File: src/rtl/traffic_light_monitor.sv
// Independent checker for the traffic light lamp outputs.
// Tracks R -> RY -> G -> Y -> R, enforces phase lengths, latches faults.
module traffic_light_monitor #(
  parameter int unsigned MIN_PHASE  = 2,
  parameter int unsigned RED_MAX    = 32,
  parameter int unsigned RY_MAX     = 16,
  parameter int unsigned GREEN_MAX  = 40,
  parameter int unsigned YELLOW_MAX = 16,
  parameter int unsigned CNT_W      = 8
) (
  input  logic        clk,
  input  logic        reset_n,
  input  logic        red,
  input  logic        yellow,
  input  logic        green,
  input  logic        clear,
  output logic        locked,
  output logic [1:0]  phase,
  output logic        fault,
  output logic [2:0]  fault_code,
  output logic        force_all_red,
  output logic [15:0] cycle_count
);

  typedef enum logic [1:0] {
    S_SYNC  = 2'd0,
    S_TRACK = 2'd1,
    S_FAULT = 2'd2
  } state_e;

  localparam logic [1:0] PH_R  = 2'd0;
  localparam logic [1:0] PH_RY = 2'd1;
  localparam logic [1:0] PH_G  = 2'd2;
  localparam logic [1:0] PH_Y  = 2'd3;

  localparam logic [2:0] F_NONE  = 3'd0;
  localparam logic [2:0] F_PAT   = 3'd1;
  localparam logic [2:0] F_TRANS = 3'd2;
  localparam logic [2:0] F_SHORT = 3'd3;
  localparam logic [2:0] F_LONG  = 3'd4;

  localparam logic [CNT_W-1:0] MIN_LEN = CNT_W'(MIN_PHASE);
  localparam logic [CNT_W-1:0] CNT_ONE = CNT_W'(1);

  state_e            state_q, state_d;
  logic [1:0]        phase_q, phase_d;
  logic [CNT_W-1:0]  cnt_q, cnt_d;
  logic              first_q, first_d;
  logic [2:0]        code_q, code_d;
  logic [15:0]       cycle_count_q, cycle_count_d;

  logic [2:0]        pat;
  logic              pat_ok;
  logic [1:0]        pat_ph;
  logic [1:0]        succ_ph;
  logic [CNT_W-1:0]  ph_max;
  logic [CNT_W-1:0]  cnt_inc;

  assign pat     = {red, yellow, green};
  assign succ_ph = phase_q + 2'd1;

  always_comb begin
    pat_ok = 1'b1;
    pat_ph = PH_R;
    unique case (1'b1)
      pat == 3'b100: pat_ph = PH_R;
      pat == 3'b110: pat_ph = PH_RY;
      pat == 3'b001: pat_ph = PH_G;
      pat == 3'b010: pat_ph = PH_Y;
      default:       pat_ok = 1'b0;
    endcase
  end

  always_comb begin
    ph_max = CNT_W'(RED_MAX);
    unique case (phase_q)
      PH_R:    ph_max = CNT_W'(RED_MAX);
      PH_RY:   ph_max = CNT_W'(RY_MAX);
      PH_G:    ph_max = CNT_W'(GREEN_MAX);
      PH_Y:    ph_max = CNT_W'(YELLOW_MAX);
      default: ph_max = CNT_W'(RED_MAX);
    endcase
  end

  // Saturating so a stuck lamp cannot wrap the counter back into range.
  assign cnt_inc = (cnt_q == '1) ? cnt_q : cnt_q + CNT_ONE;

  always_comb begin
    state_d       = state_q;
    phase_d       = phase_q;
    cnt_d         = cnt_q;
    first_d       = first_q;
    code_d        = code_q;
    cycle_count_d = cycle_count_q;
    if (clear) begin
      state_d = S_SYNC;
      phase_d = PH_R;
      cnt_d   = '0;
      first_d = 1'b0;
      code_d  = F_NONE;
    end else begin
      unique case (state_q)
        S_SYNC: begin
          if (!pat_ok) begin
            state_d = S_FAULT;
            code_d  = F_PAT;
          end else if (pat_ph == PH_R) begin
            state_d = S_TRACK;
            phase_d = PH_R;
            cnt_d   = CNT_ONE;
            first_d = 1'b1;
          end
        end
        S_TRACK: begin
          if (!pat_ok) begin
            state_d = S_FAULT;
            code_d  = F_PAT;
          end else if (pat_ph == phase_q) begin
            cnt_d = cnt_inc;
            if (cnt_inc > ph_max) begin
              state_d = S_FAULT;
              code_d  = F_LONG;
            end
          end else if (pat_ph != succ_ph) begin
            state_d = S_FAULT;
            code_d  = F_TRANS;
          end else if (!first_q && cnt_q < MIN_LEN) begin
            // The phase acquired from SYNC was only partly seen.
            state_d = S_FAULT;
            code_d  = F_SHORT;
          end else begin
            phase_d = pat_ph;
            cnt_d   = CNT_ONE;
            first_d = 1'b0;
            if (phase_q == PH_Y) begin
              cycle_count_d = cycle_count_q + 16'd1;
            end
          end
        end
        S_FAULT: begin
          state_d = S_FAULT;
        end
        default: begin
          state_d = S_SYNC;
        end
      endcase
    end
  end

  always_ff @(posedge clk or negedge reset_n) begin
    if (!reset_n) begin
      state_q       <= S_SYNC;
      phase_q       <= PH_R;
      cnt_q         <= '0;
      first_q       <= 1'b0;
      code_q        <= F_NONE;
      cycle_count_q <= '0;
    end else begin
      state_q       <= state_d;
      phase_q       <= phase_d;
      cnt_q         <= cnt_d;
      first_q       <= first_d;
      code_q        <= code_d;
      cycle_count_q <= cycle_count_d;
    end
  end

  assign locked        = (state_q == S_TRACK);
  assign phase         = phase_q;
  assign fault         = (state_q == S_FAULT);
  assign fault_code    = code_q;
  assign force_all_red = (state_q == S_FAULT);
  assign cycle_count   = cycle_count_q;

endmodule

File: config.mk
export PLATFORM = sky130hd
export DESIGN_NAME = traffic_light_monitor
export DESIGN_NICKNAME = d
export VERILOG_FILES = /design/src/rtl/traffic_light_monitor.sv
export SDC_FILE = /design/constraint.sdc
export NUM_CORES = 1
export LEC_CHECK = 0
export ABC_CLOCK_PERIOD_IN_PS = 3550
export CORE_MARGIN = 4
export CORE_UTILIZATION = 40
export DETAILED_ROUTE_END_ITERATION = 6
export PLACE_DENSITY = 0.68
export SLEW_MARGIN = 20
export SYNTH_ARGS = -nofsm -noshare
export SYNTH_HDL_FRONTEND = slang
export SYNTH_SLANG_ARGS = --single-unit
File: constraint.sdc
create_clock -name clk -period 3.55 [get_ports clk]
set_input_delay 0.355 -clock clk [delete_from_list [all_inputs] [get_ports clk]]
set_output_delay 0.355 -clock clk [all_outputs]
set_load 0.02 [all_outputs]
; After elaboration in Yosys (flattened, before gate mapping)
; Cells that the tools add are included.
[totals]
regBits = 32
latchBits = 0
mem_bits_rw = 0
romBits = 0
input_bits = 6
output_inout_bits = 24
word_cells = 97
memories = 0
[classes]
n_addsub = 3
multipliers = 0
div_mod_pow = 0
order_cmp = 2
eq_ne = 24
shift = 0
n_mux = 45
n_bitwise = 4
reduce_logical = 13
[op_table]
columns = op, n
row1 = $mux 8, 8
row2 = $mux 2, 15
row3 = $pmux 8 s3, 1
row4 = $mux 3, 7
row5 = $ne 3x3->1 const B, 6
row6 = $add 16x1->16 const B, 1
row7 = $pmux 8 s2, 1
row8 = $reduce_and 7->1, 2
row9 = $ne 4x4->1 const B, 3
row10 = $pmux 2 s3, 2
row11 = $add 8x1->8 const B, 1
row12 = $eq 8x8->1 const B, 1
row13 = $gt 8x8->1, 1
row14 = $lt 8x2->1 const B, 1
row15 = $mux 1, 8
row16 = $eq 2x2->1 const B, 3
row17 = $eq 3x3->1 const B, 2
row18 = $logic_not 2->1, 3
row19 = $ne 6x3->1 const B, 1
row20 = $pmux 3 s2, 1
row21 = $reduce_and 6->1, 1
row22 = $ne 5x4->1 const B, 1
row23 = $eq 2x1->1 const B, 2
row24 = $not 1->1, 4
row25 = 15 further kinds, 15

; Longest topological paths before layout
[depth]
depth_word = 9
mapped_depth = 11
mapped_depth_nobuf = 10

; Least setup slack after synthesis
; Ideal clock, no wire load.
[synth_timing]
path_kind = register -> register
startpoint = register cnt_q[3]
endpoint = register code_q[0] (netlist: fault_code[0])
arrival_ns = 2.689
path_slack_ns = 0.733
stages_incl_launch_ff = 12
period_less_slack_ns = 2.817
cell_sequence = dfrtp_1 > buf_2 > and4_1 > a31oi_1 > nand3_1 > xnor2_1 > ha_1 > nand2_1 > o21a_1 > o32ai_1 > o221a_2 > o22ai_1
[synth_via]
elab_chain_len = 5
[synth_lines]
columns = item, line
row1 = from (decl), 47  ; logic [CNT_W-1:0] cnt_q, cnt_d;
row2 = from (signal assigned), 161  ; cnt_q <= cnt_d;
row3 = $add 8x1->8 or $eq 8x8->1 (tied branches), 86  ; assign cnt_inc = (cnt_q == '1) ? cnt_q : cnt_q + CNT_ONE;
row4 = $mux 8, 86
row5 = $gt 8x8->1, 120  ; if (cnt_inc > ph_max) begin
row6 = $ne 5x4->1 (no line), --
row7 = $reduce_and 4->1 (no line) *, --
row8 = to (signal assigned), 163  ; code_q <= code_d;
row9 = to (decl), 49  ; logic [2:0] code_q, code_d;
; Mark *: on every way between the ends. The rest lies on a longest branch, timed or not.
; A chain may end at the register's enable or synchronous reset.

; Worst setup path in the final report
[layout_timing]
startpoint = register cnt_q[5]
endpoint = register code_q[0] (netlist: fault_code[0])
; The elaborated chain is that of the path after synthesis.

==> qor.txt <==
Status: complete, no violations
Vias in the first global route: 2,032
N_diodes: 0
Worst path required time: 3.72 ns
First drt pass iteration count: 4
CTS buffer count: 5
Most common cell after layout, fill and taps aside: dfrtp_1
Die Y: 87.7 um
Slowest-stage cell, CP: o32ai_1
Max IR drop VDD: 0.000217 V
CP Data Arrival Time: 3.54 ns
Seq/Total Area, Yosys: 0.315
Yosys reg bits: 32
Clk sinks: 32
Placed Area: 2830 um^2
Crit path capture type: register
Max Clk Rate: 0.297 GHz
Syn nets: 285
Post-Syn Area per Cell: 9.56 um^2
FFs w/ async S/R, synth: 1.00
Switching part of the total: 0.308
DP HPWL: 4.26 mm
Most frequent cells in the layout: 32 x dfrtp_1, 29 x clkdlybuf4s50_1, 15 x nand2_1
Relative slew slack: 0.420
Distinct cells, synth: 73
Finished Cell Area: 2940 um^2
Combinational power share: 0.247
# resized after CTS: 0
CP max stage delay: 0.76 ns
Area grow syn2layout: 15.5%
Remaining DRCs: 0
Antenna violations before repair: 0
Setup TNS: 0 ns
Hold path depth: 1
Leak: 1.26 nW
Number of synthesized flops with an enable pin: 0
Tcrit/Tclk final: 0.950
Worst r2r path cells: 10
Final slew viol count: 0
Global-route wire length before repair: 9.83 mm
RD Place Congestion: 0.845
Vias/cell: 6.01
Die Area: 7700 um^2
TritonCTS clock tree: yes
Clock power share: 0.356
MaxCap Viol Count: 0
GRT Overall Usage: 0.161
Clock tree buffer depth: 2
Sequential share of power: 0.398
Root Buffer: clkbuf_8
Cell Int Power: 0.000684 W
Finish-stage setup viols: 0
Hold Vio Cnt, Final: 0
Post-DRT Antenna Nets: 0
Core box area: 6060 um^2
Min Tclk post-route: 3.37 ns
Share of layout cells above drive strength 1: 0.124
Critical path class: reg -> reg
Top_reg_cell synth: dfrtp_1
Via count: 2,192
Total of warnings raised by yosys: 0
Clk_lat worst skew: 0.29 ns
Synthesized instance count: 266
Remaining global-route overflow: 0
Drt initial violations: 156
Worst setup SP type: register
Largest net degree at the start of global routing: 24
CTS Hold Bufs: 0
RSZ-0062 raised after global routing: no
Hold Crit Class: reg -> reg
Critical-path cell list: and4_1 > a31oi_1 > nand3_1 > xnor2_1 > ha_1 > nand2_1 > o21a_1 > o32ai_1 > o221a_2 > o22ai_1
Mapped cell area: 2540 um^2
Clock Skew: 0.00756 ns
H-tree depth: 2
Routed wire length: 5.87 mm
Tightest Pin Transition: 0.867 ns
Num ports: 30
Post-CTS setup repair buffer count: 0
Initial core utilization: 0.420
Die Wd: 87.7 um
Pwr Density: 336 nW/um^2
Port bufs: 29
P_sw: 0.000304 W
Avg WL per Cell: 16.1 um
FP Rows: 28
Final net count: 308
Worst Path Max Fanout: 7
Clock Pin Slew Worst Setup and Hold Paths: 0.07 ns
-- registers in the layout (all words and copies together) (netlist names) --
register     flops
state_q          2
phase            2
fault_code       3
cnt_q            8
first_q          1
cycle_count     16
-- per-layer routing --
metal | vias up | GRT usage | share of wire
met3 | 12 | 0.0376 | 0.072
met2 | 100 | 0.239 | 0.46
met1 | 1035 | 0.223 | 0.45
met4 | 0 | 0.0683 | 0.022
li1 | 1045 | - | -
met5 | - | 0 | 0
-- worst max-delay path: cells and delay by family, from the launching register on --
| kind | cells | cell delay (ns) |
|---|---|---|
| and+or+nand+nor | 3 | 0.57 |
| adders and majority gates | 1 | 0.31 |
| DFF | 1 | 0.45 |
| AOI/OAI and AO/OA | 5 | 1.75 |
| xor gates and xnor gates | 1 | 0.17 |
-- area by class of cell --
class | count | area [um^2]
Fill cell | 585 | 3120
Multi-Input combinational cell | 203 | 1560
Sequential cell | 32 | 801
Timing Repair Buffer | 33 | 320
Tap cell | 75 | 93.8
Clock buffer | 6 | 72.6
Inverter | 14 | 52.6
Clock inverter | 2 | 35.0
-- metrics by stage --
step                setup slack, ns  power (W)   util  hold WS [ns]  std cells
global route                 0.0670    0.00104  0.485         0.507        365
detailed placement            0.281   0.000640  0.467         0.473        357
finish                        0.178   0.000988  0.485         0.475        365
global placement              0.416   0.000639  0.467         0.469        357
CTS                           0.267   0.000993  0.485         0.484        365
floorplan                     0.733   0.000578      -        0.0594        266
-- worst paths after layout --
check | start | endpoint | slack [ns]
max | cnt_q[5] | fault_code[0] | 0.18
max reg2reg | cnt_q[5] | fault_code[0] | 0.18
min | cycle_count[15] | cycle_count[15] | 0.48
min reg2reg | cycle_count[15] | cycle_count[15] | 0.48
min in group asynchronous | reset_n | cycle_count[5] | 0.54
max in group asynchronous | reset_n | cnt_q[7] | 2.29
-- power by group through the flow --
stage	clock [W]	combinational, W	sequential [W]
after floorplan	0	0.000177	0.000401
after global placement	0	0.000240	0.000400
after detailed placement	0	0.000241	0.000399
after CTS	0.000357	0.000243	0.000393
after global routing	0.000372	0.000272	0.000395
final	0.000351	0.000244	0.000393
-- cells by family (layout without fill, tap and decap cells) --
group | count (synthesis) | in the layout | synth area share
flops | 32 | 32 | 0.315
xor+xnor | 19 | 19 | 0.0654
simple gates | 101 | 101 | 0.262
compound gates | 68 | 68 | 0.214
buf+inv | 31 | 55 | 0.0708
fa+ha+maj | 13 | 13 | 0.0639
mux | 2 | 2 | 0.00836
-- synth_stat cells (all sizes together) (5+ instances only) --
master  count  area share
dfrtp      32        0.31
nand3      12       0.024
xnor2       6       0.021
nor2       12       0.019
inv        14       0.021
xor2       13       0.045
a21oi       8       0.016
nor4       10       0.042
o21ai      14       0.029
and3        5       0.014
ha         13       0.064
buf        14       0.045
nor3       16       0.046
nand2      15       0.022
Note: power is estimated with default switching activity, not from simulation.
